[src/rtl/wb_master_arbiter.sv]
// Wishbone N-to-1 master arbiter: locks the shared slave to one master for a whole cyc,
// with round-robin or fixed-priority selection and a stall timeout that answers with a bus error.
module wb_master_arbiter #(
  parameter int NUM_MASTERS = 2,
  parameter int ADDR_W      = 32,
  parameter int DATA_W      = 32,
  parameter int RR_MODE     = 1,
  parameter int TIMEOUT     = 255,
  localparam int SEL_W      = DATA_W / 8
) (
  input  logic                          clk,
  input  logic                          rst,
  input  logic [NUM_MASTERS-1:0]        m_cyc,
  input  logic [NUM_MASTERS-1:0]        m_stb,
  input  logic [NUM_MASTERS-1:0]        m_we,
  input  logic [NUM_MASTERS*ADDR_W-1:0] m_addr,
  input  logic [NUM_MASTERS*DATA_W-1:0] m_dat_w,
  input  logic [NUM_MASTERS*SEL_W-1:0]  m_sel,
  output logic [NUM_MASTERS-1:0]        m_ack,
  output logic [NUM_MASTERS-1:0]        m_err,
  output logic [DATA_W-1:0]             m_dat_r,
  output logic                          s_cyc,
  output logic                          s_stb,
  output logic                          s_we,
  output logic [ADDR_W-1:0]             s_addr,
  output logic [DATA_W-1:0]             s_dat_w,
  output logic [SEL_W-1:0]              s_sel,
  input  logic [DATA_W-1:0]             s_dat_r,
  input  logic                          s_ack,
  input  logic                          s_err,
  output logic [NUM_MASTERS-1:0]        grant,
  output logic                          timeout_evt
);

  localparam int IDX_W = $clog2(NUM_MASTERS);
  localparam int CNT_W = (TIMEOUT > 0) ? $clog2(TIMEOUT + 1) : 1;

  typedef enum logic {IDLE, OWNED} state_t;

  state_t                 state, state_nxt;
  logic [NUM_MASTERS-1:0] grant_nxt;
  logic [IDX_W-1:0]       last_grant, last_grant_nxt, win_idx;
  logic                   win_vld, load, owner_cyc, timeout_fire;
  logic [CNT_W-1:0]       stall_cnt;

  // Winner search: fixed scans from index 0, round-robin from the slot after the last owner.
  always_comb begin
    int idx;
    idx     = 0;
    win_vld = 1'b0;
    win_idx = '0;
    for (int k = 1; k <= NUM_MASTERS; k++) begin
      if (RR_MODE != 0) begin
        idx = int'(last_grant) + k;
        if (idx >= NUM_MASTERS) idx = idx - NUM_MASTERS;
      end else begin
        idx = k - 1;
      end
      if (!win_vld && m_cyc[idx[IDX_W-1:0]]) begin
        win_vld = 1'b1;
        win_idx = idx[IDX_W-1:0];
      end
    end
  end

  assign owner_cyc = |(grant & m_cyc);

  always_comb begin
    state_nxt      = state;
    grant_nxt      = grant;
    last_grant_nxt = last_grant;
    load           = 1'b0;
    case (state)
      IDLE: load = win_vld;
      OWNED: begin
        if (!owner_cyc) begin
          load = win_vld;
          if (!win_vld) begin
            state_nxt = IDLE;
            grant_nxt = '0;
          end
        end
      end
      default: state_nxt = IDLE;
    endcase
    if (load) begin
      state_nxt      = OWNED;
      grant_nxt      = {{(NUM_MASTERS-1){1'b0}}, 1'b1} << win_idx;
      last_grant_nxt = win_idx;
    end
  end

  // grant is one-hot or zero, so an OR over the gated masters is the mux.
  always_comb begin
    s_cyc   = 1'b0;
    s_stb   = 1'b0;
    s_we    = 1'b0;
    s_addr  = '0;
    s_dat_w = '0;
    s_sel   = '0;
    for (int i = 0; i < NUM_MASTERS; i++) begin
      if (grant[i] && m_cyc[i]) begin
        s_cyc   = 1'b1;
        s_stb   = m_stb[i];
        s_we    = m_we[i];
        s_addr  = m_addr[i*ADDR_W +: ADDR_W];
        s_dat_w = m_dat_w[i*DATA_W +: DATA_W];
        s_sel   = m_sel[i*SEL_W +: SEL_W];
      end
    end
  end

  assign timeout_fire = (TIMEOUT != 0) && s_stb && !s_ack && (stall_cnt == CNT_W'(TIMEOUT));

  // Gating by m_cyc drops a late slave ack after the owner abandoned its cycle.
  assign m_ack   = {NUM_MASTERS{s_ack}} & grant & m_cyc & m_stb;
  assign m_err   = {NUM_MASTERS{s_err | timeout_fire}} & grant & m_cyc & m_stb;
  assign m_dat_r = s_dat_r;

  always_ff @(posedge clk or posedge rst) begin
    if (rst) begin
      state       <= IDLE;
      grant       <= '0;
      last_grant  <= IDX_W'(NUM_MASTERS - 1);
      stall_cnt   <= '0;
      timeout_evt <= 1'b0;
    end else begin
      state       <= state_nxt;
      grant       <= grant_nxt;
      last_grant  <= last_grant_nxt;
      timeout_evt <= timeout_fire;
      if (load || !s_stb || s_ack || s_err || timeout_fire)
        stall_cnt <= '0;
      else
        stall_cnt <= stall_cnt + 1'b1;
    end
  end

endmodule
[config.mk]
export PLATFORM = sky130hd
export DESIGN_NAME = wb_master_arbiter
export DESIGN_NICKNAME = d
export VERILOG_FILES = /design/src/rtl/wb_master_arbiter.sv
export SDC_FILE = /design/constraint.sdc
export NUM_CORES = 1
export LEC_CHECK = 0
export BUFFER_PORTS_ARGS = -buffer_cell sky130_fd_sc_hd__buf_4
export CAP_MARGIN = 15
export CORE_AREA = 2 2 113 115
export CTS_CLUSTER_DIAMETER = 100
export DETAILED_ROUTE_END_ITERATION = 8
export DIE_AREA = 0 0 115 117
export GPL_ROUTABILITY_DRIVEN = 0
export PLACE_DENSITY_LB_ADDON = 0.15
export SYNTH_ARGS = -nofsm -noshare
export SYNTH_HDL_FRONTEND = slang
export SYNTH_SLANG_ARGS = --single-unit
[constraint.sdc]
create_clock -name clk -period 1.4 [get_ports clk]
set_input_delay 0.14 -clock clk [delete_from_list [all_inputs] [get_ports clk]]
set_output_delay 0.14 -clock clk [all_outputs]
set_load 0.05 [all_outputs]
## After elaboration in Yosys (flattened, before gate mapping)

Cells that the tools add are included.

- Flip-flop bits (word level): 13
- Output and inout bits: 110
- Logic and storage cells: 75

- Add/sub/neg operators: 5
- Magnitude comparators: 4
- Eq/ne operators: 3
- Shift operators: 1
- Multiplexer cells: 33
- Bitwise gates (word level): 9
- Reductions and logical operators: 15

Operators by type and width:

| cell | count |
|---|---|
| 32-bit two-way mux | 4 |
| 1-bit two-way mux | 21 |
| 2-bit AND | 7 |
| 8-bit by 1-bit adder with 8-bit output (second input constant) | 1 |
| 8-bit == test (second input constant) | 1 |
| 2-bit two-way mux | 4 |
| 4-bit two-way mux | 2 |
| 8-bit two-way mux | 1 |
| 1-bit logical AND | 5 |
| 1-bit logical OR | 4 |
| 1-bit by 2-bit < comparator with 1-bit output (second input constant) | 2 |
| 1-bit by 2-bit adder with 3-bit output (second input constant) | 1 |
| 3-bit by 2-bit greater-or-equal comparator with 1-bit output (second input constant) | 1 |
| 1-bit zero test | 3 |
| 3-bit AND reduction | 1 |
| 1-bit by 1-bit adder with 2-bit output (second input constant) | 1 |
| 2-bit greater-or-equal comparator (second input constant) | 1 |
| 2-bit by 1-bit inequality test with 1-bit output (second input constant) | 1 |
| 2-bit inequality test (second input constant) | 1 |
| 1-bit one-hot mux with 2 select lines | 1 |
| 2-bit nonzero test | 1 |
| 2-bit OR reduction | 1 |
| 1-bit by 1-bit left shift with 2-bit output (first input constant) | 1 |
| 1-bit subtractor (second input constant) | 2 |
| 2 further kinds | 2 |

## Longest topological paths before layout

- Depth after elaboration: 16
- Mapped depth: 7
- Depth with buffers taken out: 5

## Worst setup path after synthesis

Ideal clock, no wire load.

- Kind: reg2out
- From: register grant[0]
- To: output port s_addr[21]
- Data arrival time: 1.804 ns
- Data required time: 1.260 ns
- Path slack: -0.544 ns
- Cell stages (with the launch flop): 7
- Buffers on the path: 4
- Cells stage by stage: dfrtp_1 > clkbuf_2 > and3_4 > buf_6 > buf_6 > buf_6 > a22o_1

- Cells in the longest elaborated chain, start to end: 3

Ends and longest elaborated chain:

| what | line | source |
|---|---|---|
| start: declaration | 31 | `output logic [NUM_MASTERS-1:0] grant,` |
| start signal: assignment | 129 | `grant <= grant_nxt;` |
| 1-bit logical AND | 102 | `if (grant[i] && m_cyc[i]) begin` |
| 32-bit two-way mux (2 in series) | 102 |  |
| end: declaration | 25 | `output logic [ADDR_W-1:0] s_addr,` |

Every way passes these cells.

## Worst setup path in the final report

- From: register stall_cnt[0]
- To: output port m_err[0]

- Cells in the longest elaborated chain, start to end: 6

Ends and longest elaborated chain:

| what | line | source |
|---|---|---|
| start: declaration | 44 | `logic [CNT_W-1:0] stall_cnt;` |
| start signal: assignment | 135 | `stall_cnt <= stall_cnt + 1'b1;` |
| 8-bit == test | 113 | `assign timeout_fire = (TIMEOUT != 0) && s_stb && !s_ack && (stall_cnt == CNT_W'(TIMEOUT));` |
| 1-bit logical AND | 113 |  |
| 1-bit OR | 117 | `assign m_err = {NUM_MASTERS{s_err \| timeout_fire}} & grant & m_cyc & m_stb;` |
| 2-bit AND (3 in series) | 117 |  |
| end: declaration | 20 | `output logic [NUM_MASTERS-1:0] m_err,` |

Every way passes these cells.

==> results.json <==
{
  "worstPathCellList": "ha_2 > nand2_1 > or3_4 > o21bai_4 > o311a_4 > buf_8",
  "post-route-period-util": 1.27,
  "drtIter0Drc": 93,
  "synth.top_cell.area_share": 0.370,
  "r2r_end": "stall_cnt[5]$_DFF_PP0_",
  "die_w_um": 115,
  "synth_edf_count": 0,
  "worstSetupPathType": "register to output port",
  "ant_nets": 0,
  "rrSetupSlack_ns": -0.29,
  "power.density_mw_per_mm2": 1100,
  "r2r-start": "stall_cnt[0]$_DFF_PP0_",
  "slew_headroom": 0.664,
  "drv_cap": 0,
  "report.final.slew_viol_count": 0,
  "fmax_mhz": 562,
  "vias_per_cell": 4.44,
  "grt_util_met2": 0.255,
  "hpwl_um": 8360,
  "std_cell_rows": 41,
  "use_met3": 0.0587,
  "crit_start": "stall_cnt[0]$_DFF_PP0_",
  "report.final.setup_viol": 81,
  "dr.pass1.iters": 4,
  "cts_root_buf": "clkbuf_16",
  "clk_latency_ns": 0.24,
  "crit_path_end_kind": "output port",
  "yosys-top-cells-area": "a22o_1, dfrtp_1, buf_4",
  "worst_pin_slew_ns": 0.503,
  "synth_top_area_cell": "a22o_1",
  "synthesis.area_mm2": 0.00166,
  "cts_buffers": 3,
  "crit_path_end": "m_err[0]",
  "synthArstFlopShare": 1.00,
  "cts_sinks": 13,
  "p_leak_nw": 2.58,
  "grt_first_pass_wirelength_um": 14700,
  "start_util": 0.135,
  "ys_types": 34,
  "clkTransAtPathRegs_ns": 0.05,
  "instances_no_fill": 575,
  "syn_inst": 195,
  "yosysSeqAreaShare": 0.197,
  "syn_nets": 374,
  "worst_clock_skew_ns": 0.000896,
  "start_kind": "register",
  "finalPower_mw": 5.82,
  "ir_worst_vdd_mv": 0.402,
  "coreArea_mm2": 0.0123,
  "dpl-instance-area_mm2": 0.00378,
  "arrival_ns": 1.64,
  "rsz0062_at_grt": "true",
  "drt-total-wl_um": 11200,
  "yosys_warnings": 0,
  "synth_top_flop_cell": "dfrtp_1",
  "n_antenna_cell": 0,
  "grt_remaining_overflow": 0,
  "portBuffers": 223,
  "drc": 0,
  "grt.met1_usage": 0.165,
  "worst_slack_ns": -0.380,
  "cts_buffer_depth": 2,
  "grt-busiest-layer": "met2",
  "slowest_delay_ns": 0.35,
  "grt_pass1_vias": 2472,
  "worstPathMaxFanout": 2,
  "final_hold_viol_count": 0,
  "syn_area_per_cell_um2": 8.50,
  "critPathRequiredTime_ns": 1.26,
  "rr_worst_depth": 8,
  "nets": 605,
  "whs_ns": 0.114,
  "worst_hold_path_type": "primary input to register",
  "wl_per_cell_um": 19.5,
  "pre_cts_slack_ns": -0.278,
  "cpMaxStageDelayCell": "dfrtp_1",
  "grt.total_usage": 0.143,
  "seqCellArea_um2": 329,
  "dieArea_mm2": 0.0135,
  "multi_input_area_mm2": 0.00168,
  "die_y_um": 117,
  "fill_cells": 1169,
  "layout-drive-gt1-share": 0.868,
  "violations": "setup timing",
  "area_growth_pct": 218,
  "tritoncts": "yes",
  "vias": 2551,
  "synth-seq-cells": 13,
  "htreeDepth": 1,
  "grt_antenna_before_repair": 1,
  "grt_max_degree": 20,
  "design_area_mm2": 0.00527,
  "status": "complete, but fails checks",
  "fin_crit_ns": 1.78,
  "pin_count": 288,
  "dp.cells": 545
}
worst max-delay path, delay by kind of cell, from the launching register on:
kind,cells,cell delay [ns]
adder cells (fa/ha/maj),1,0.18
buffers and inverters,1,0.14
flip-flops,1,0.35
AND/OR/NAND/NOR,2,0.40
AO/OA/AOI/OAI,2,0.34
layout by cell type (no fill, tap or decap), types with 5 or more instances in the layout:
master	n
a21oi_1	5
nor2_1	11
buf_4	168
buf_8	61
buf_16	10
buf_12	12
dfrtp_1	10
nand2_1	6
a22o_4	70
buf_6	23
metrics by stage:
stage           util  TNS (ns)
3_5_place_dp   0.307     -1.43
2_1_floorplan      -    -15.57
5_1_grt        0.428    -24.57
4_1_cts        0.402    -21.38
6_report       0.428    -21.12
3_3_place_gp   0.307     -1.40
registers in the layout, summed over array words and instances (netlist names):
name / count
grant: 2
state: 1
last_grant: 1
timeout_evt: 1
stall_cnt: 8
Yosys cell counts, drive strengths merged (2+ instances only):
master and number:
nor3 2, inv 3, buf 49, and2 2
clkbuf 2, dfrtp 12, o221ai 2, xor2 2
nand2 7, a21oi 5, xnor2 4, nand3 5
nor2 12, and3 4, a22o 70
per-layer routing:
metal | vias to the layer above | wire [µm]
met3 | 8 | 1290
met1 | 1218 | 3900
li1 | 1184 | -
met2 | 141 | 5920
met5 | - | 0
met4 | 0 | 98
logic make-up (layout without fill, tap and decap cells):
group | count (synthesis) | after routing | synth area share
compound gates | 82 | 82 | 0.420
xor+xnor | 6 | 6 | 0.0317
fa+ha+maj | 1 | 1 | 0.00755
buf+inv | 54 | 283 | 0.221
flops | 13 | 13 | 0.197
mux | 1 | 1 | 0.00680
simple gates | 38 | 39 | 0.116
worst min path at each step:
stage / startpoint / end / cells after the start
floorplan: rst / stall_cnt[0]$_DFF_PP0_ / 1
global placement: rst / stall_cnt[0]$_DFF_PP0_ / 2
detailed placement: rst / stall_cnt[0]$_DFF_PP0_ / 2
CTS: s_ack / timeout_evt$_DFF_PP0_ / 2
global route: s_ack / timeout_evt$_DFF_PP0_ / 2
finish: s_ack / timeout_evt$_DFF_PP0_ / 2
power breakdown:
part / switching, mW / leakage, nW / internal, mW / total (mW)
registers: 0.0329 / 0.167 / 0.419 / 0.452
clock network: 0.155 / 0.0382 / 0.384 / 0.540
logic: 2.42 / 2.37 / 2.41 / 4.83
total: 2.61 / 2.58 / 3.21 / 5.82
layout make-up:
type | instances | share of cell area
multi-input cells | 129 | 0.318
flip-flops and latches | 13 | 0.0624
inverters | 3 | 0.00214
clock buffers | 4 | 0.0150
repair buffers | 276 | 0.567
well taps | 150 | 0.0356
what timing repair did:
| item | in CTS | in global routing |
|---|---|---|
| setup buffers | 13 | 3 |
| setup endpoints to repair | 80 | 86 |
| hold buffers | 1 | 0 |
| endpoints found under the hold margin | 12 | 0 |
| cloned | 11 | 1 |
| gates resized for setup | 170 | 51 |
| pin swaps | 31 | 18 |
(Power assumes the default switching activity.)
